--- config.mk ---
export PLATFORM = sky130hd
export DESIGN_NAME = param_delay_line
export DESIGN_NICKNAME = d
export VERILOG_FILES = /design/src/rtl/param_delay_line.sv
export SDC_FILE = /design/constraint.sdc
export NUM_CORES = 1
export LEC_CHECK = 0
export ABC_CLOCK_PERIOD_IN_PS = 3100
export CAP_MARGIN = 20
export CORE_ASPECT_RATIO = 1.75
export CORE_MARGIN = 2
export CORE_UTILIZATION = 55
export CTS_CLUSTER_DIAMETER = 80
export DETAILED_ROUTE_END_ITERATION = 12
export GPL_TIMING_DRIVEN = 0
export PLACE_DENSITY = 0.81
export SKIP_LAST_GASP = 1
export SLEW_MARGIN = 15
export SYNTH_ARGS = -nofsm -noshare
export SYNTH_HDL_FRONTEND = slang
export SYNTH_SLANG_ARGS = --single-unit
export TNS_END_PERCENT = 1
--- constraint.sdc ---
create_clock -name clk -period 3.1 [get_ports clk]
set_input_delay 0.62 -clock clk [delete_from_list [all_inputs] [get_ports clk]]
set_output_delay 0.62 -clock clk [all_outputs]
set_load 0.02 [all_outputs]
--- src/rtl/param_delay_line.sv ---
// param_delay_line: a DEPTH-stage registered delay line for a WIDTH-bit word.
// Each stage carries its own valid bit. The line supports a shift enable
// (stall), a synchronous flush of the valid bits, a combinational bypass of
// the outputs, and an occupancy count of the stages holding valid data.
module param_delay_line #(
  parameter int               WIDTH     = 8,
  parameter int               DEPTH     = 4,
  parameter logic [WIDTH-1:0] RESET_VAL = '0
) (
  input  logic                       clk,
  input  logic                       rst,
  input  logic [WIDTH-1:0]           in_data,
  input  logic                       in_valid,
  input  logic                       en,
  input  logic                       flush,
  input  logic                       bypass,
  output logic [WIDTH-1:0]           out_data,
  output logic                       out_valid,
  output logic [$clog2(DEPTH+1)-1:0] count
);

  localparam int CW = $clog2(DEPTH+1);

  logic [WIDTH-1:0] data_q [DEPTH];
  logic [DEPTH-1:0] vld_q;

  // Number of set bits in the stage valid vector; never exceeds DEPTH.
  function automatic logic [CW-1:0] popcount(input logic [DEPTH-1:0] v);
    logic [CW-1:0] s;
    s = '0;
    for (int i = 0; i < DEPTH; i++) begin
      s = s + CW'(v[i]);
    end
    return s;
  endfunction

  // Data stages shift on en. Flush does not touch them, because data in a
  // stage whose valid bit is clear is never interpreted.
  always_ff @(posedge clk or posedge rst) begin
    if (rst) begin
      for (int i = 0; i < DEPTH; i++) begin
        data_q[i] <= RESET_VAL;
      end
    end else if (en) begin
      data_q[0] <= in_data;
      for (int i = 1; i < DEPTH; i++) begin
        data_q[i] <= data_q[i-1];
      end
    end
  end

  // Valid bits: flush clears every stage and drops the incoming valid.
  // Otherwise they shift in lockstep with the data.
  always_ff @(posedge clk or posedge rst) begin
    if (rst) begin
      vld_q <= '0;
    end else if (flush) begin
      vld_q <= '0;
    end else if (en) begin
      vld_q[0] <= in_valid;
      for (int i = 1; i < DEPTH; i++) begin
        vld_q[i] <= vld_q[i-1];
      end
    end
  end

  // Occupancy is a function of registers only. It therefore changes only at
  // clock edges or on reset.
  assign count = popcount(vld_q);

  // Bypass turns the block into a wire. The pipeline behind it keeps running.
  assign out_data  = bypass ? in_data  : data_q[DEPTH-1];
  assign out_valid = bypass ? in_valid : vld_q[DEPTH-1];

endmodule

# Word-level counts from Yosys, hierarchy flattened
# Cells that the tools add are included.
# word_totals
regBits,36
latchBits,0
ramBits,0
mem_bits_ro,0
in_bits,14
out_inout_bits,12
elab_cells,13
mem_count,0
# classes
add_sub_neg,3
n_mul,0
n_div,0
magnitude_cmp,0
n_eq_ne,0
n_shift,0
muxes,4
bitwise_logic,0
n_reduce_logical,1
# ops
operator,n
$mux 4,2
$mux 8,1
$add 2x1->3,1
$add 3x1->3,1
$add 1x1->2,1
$reduce_bool 2->1,1
$mux 1,1

# Logic depth before layout (Yosys ltp)
# depth
word_depth,3
depth_mapped,5
mapped_depth_nobuf,5

# Least setup slack after synthesis
# OpenSTA, ideal clock, no wires.
# synth_path
path_type,flip-flop to output port
start,register vld_q[0]
end,output count[1]
t_arrival_ns,1.482
required_time_ns,2.480
path_slack_ns,0.998
stages_incl_launch_ff,6
path_buffers,0
cell_sequence,dfrtp_1 -> inv_1 -> fa_1 -> inv_1 -> ha_1 -> ha_1
# synth_via
elab_chain_len,3
# synth_lines
element,line,rtl
"start, declared",25,logic [DEPTH-1:0] vld_q;
"start signal, assigned",60,vld_q[0] <= in_valid;
"start signal, assigned by index",62,vld_q[i] <= vld_q[i-1];
$add 1x1->2,32,s = s + CW'(v[i]);
$add 2x1->3,32,
$add 3x1->3,32,
"end, declared",19,output logic [$clog2(DEPTH+1)-1:0] count
# Every way passes these cells.

# Worst setup path after layout
# Ends and elaborated chain as after synthesis.

==> results by group <==
Worst setup path
  – CP bufs+invs: 3
  – Setup crit start kind: flop
  – CP Cell Sequence: inv_1 -> fa_1 -> inv_1 -> ha_1 -> ha_1 -> clkdlybuf4s50_1
  – Worst Path Required: 2.48 ns
  – Critical path depth in cells: 6
  – Critical path's slowest cell: clkdlybuf4s50_1
  – Critical-path maximum fanout: 3
  – Crit Path Category: flop to output port
  – Worst path max stage delay: 0.60 ns
  – CP arrival: 2.33 ns
  – Largest delay share family, worst path: adder cells
  – R2R cell count: 1
  – Setup crit end kind: output port

Yosys
  – Synth Area in Compound Gates: 0.00302
  – Synth Area in Simple Gates: 0.0113
  – Post-synth top area cell: dfrtp_1
  – Most common cell in the netlist: dfrtp_1
  – Post-synth EDFFs: 0
  – Largest family of logic cells by synthesized area: multiplexers
  – Share of flip-flops with an asynchronous set or reset: 1.00
  – Post-synthesis mux area share: 0.355
  – Largest cells by area after synthesis: dfrtp_1 (54%), mux2_4 (24%), mux2_2 (9.5%)
  – Synthesized flop and latch total: 36
  – Sequential area share after synthesis: 0.544
  – Post-synth top cells: dfrtp_1 (36), mux2_4 (26), mux2_2 (14)
  – Mapped Area: 1660 um2
  – Synth Area in Adders: 0.0272
  – Post-Syn Instances: 100
  – YS warnings: 0
  – Most used DFF post-synth: dfrtp_1
  – Post-synthesis cell type count: 13
  – Share of the synthesized area in the top cell type: 0.544
  – Post-Synth XOR/XNOR Area: 0
  – Syn nets: 117
  – Syn avg cell area: 16.6 um2

Timing
  – Setup violators final: 0
  – Crit share post-route: 0.953
  – Post-route minimum period: 2.95 ns
  – Peak Freq: around 340 MHz
  – Worst slew pin tran: 0.734 ns
  – Slew headroom: 0.510
  – RSZ-0062 raised after global routing: no
  – Clk_skew: 0.00244 ns
  – Final Hold Viols: 0
  – Setup tns final: 0 ns
  – Fin. max-slew vios: 0

Layout
  – Diodes inserted: 0
  – Fillcell total: 195
  – Area of the multi-input gates: 657 um2
  – Share of cells above drive strength 1: 0.408
  – Seq. cell area: 901 um2
  – Area Overhead vs Synth: 21.8%
  – Final Util: 0.697
  – Final nets: 147

Placement
  – Final Wtd Congestion: 0.677
  – Final HPWL DP: 1.92 mm
  – I/O Buffers: 23

Floorplan
  – Number of top-level pins: 26
  – Initial Utilization: 0.572
  – Row cnt: 26
  – Core area: approximately 2900 um2
  – Die Y: 76.6 um
  – Die width: 45.5 um
  – Die area: around 3500 um2

Route
  – Pre-antenna DRT Iters: 2
  – Routed WL per cell: roughly 18 um
  – WL met1: between 1 and 1.5 mm
  – Met3 wire len: 94 um
  – Via/cell ratio: 5.56
  – Top layer in use: met4
  – DRC errors left: 0
  – DR WL met2: 1.49 mm
  – Antenna Nets Post-Route: 0
  – Vias: approximately 880
  – Total wire length: 2.79 mm
  – DRT iter0 DRCs: 7

Pwr
  – Peak VDD IR: 343 uV
  – Design Power: 0.00120 W
  – Power Density: 595 nW/um2
  – Lkg Pwr: 0.961 nW

CTS
  – Clock slew at reported path FFs: around 0.07 ns
  – Clk root buf: clkbuf_8
  – Resize count post-CTS: 0
  – Clock Tree Buf Depth: 2
  – CTS Sinks: 36
  – Total setup buffers inserted after CTS: 0
  – Hold Buf Count CTS: 0
  – Clock Latency Late Sink: 0.29 ns
  – H-tree levels: 2
  – Num CTS Buffers: 5
  – CTS tree: done

Min path
  – Min-Delay Path Class: flop to flop
  – Hold depth: 1

GRT
  – Initial antenna violation count: 0
  – Global Route Usage Sum: 0.196
  – First-pass GRT wire length: between 4 and 5 mm
  – Grt total ovfl: 0
  – Largest net degree at the start of global routing: 37
  – Vias in the first global route: 993

Status
  – Status: finished, final reports clean

Flow run
  – Max Cap Viol: 0
==> where the power goes <==
group	internal, W	switching [W]	total [W]
logic	0.000166	0.0000914	0.000257
registers	0.000544	0.0000419	0.000586
clock network	0.000198	0.000160	0.000358
total	0.000907	0.000293	0.00120
==> metal layers <==
layer  global-route usage  vias to the layer above
met2                0.293                       21
met3               0.0640                        5
li1                     -                      399
met4               0.0882                        0
met1                0.250                      453
met5                    0                        -
==> stage by stage <==
step                cells  hold slack (ns)  instance area [um2]  setup WS [ns]
global route          158            0.518                 2020         0.0718
floorplan             100            0.476                 1660          0.998
CTS                   158            0.509                 2020          0.119
finish                158            0.506                 2020          0.146
detailed placement    151            0.492                 1920          0.449
global placement      151            0.486                 1920          0.470
==> kinds of logic after synthesis <==
family                     count (synthesis)
muxes                                     44
DFF                                       36
buffers and inverters                     11
and+or+nand+nor                            5
adders and majority gates                  3
AOI/OAI and AO/OA                          1
==> registers in the layout (all words and copies together), names as in the netlist <==
register / count
data_q: 32
vld_q: 4
==> area by class of cell <==
class	count	area share
flip-flops and latches	36	0.446
clock buffers	7	0.0477
plain buffers	5	0.0378
repair buffers	23	0.114
multi-input cells	53	0.325
well taps	28	0.0174
inverters	6	0.0112
==> cells in the final DEF (no fill, tap or decap) <==
master / Yosys / layout
nor2_1: 4 / 4
clkdlybuf4s50_1: 0 / 23
buf_2: 1 / 1
buf_12: 3 / 3
inv_2: 0 / 1
ha_1: 2 / 2
inv_1: 6 / 5
buf_6: 1 / 1
mux2_2: 14 / 14
clkbuf_8: 0 / 7
dfrtp_1: 36 / 36
mux2i_1: 4 / 4
nand2_1: 1 / 1
mux2_4: 26 / 26
o21ai_0: 1 / 1
fa_1: 1 / 1
==> worst paths after layout <==
path	startpoint	to	slack [ns]
worst max-delay path	vld_q[0]	count[1]	0.15
worst min-delay path	data_q[10]	data_q[10]	0.51
worst max register to register	data_q[20]	data_q[20]	2.32
worst min register to register	data_q[10]	data_q[10]	0.51
max in group asynchronous	rst	data_q[17]	1.85
min in group asynchronous	rst	data_q[14]	0.78
(Power assumes the default switching activity.)
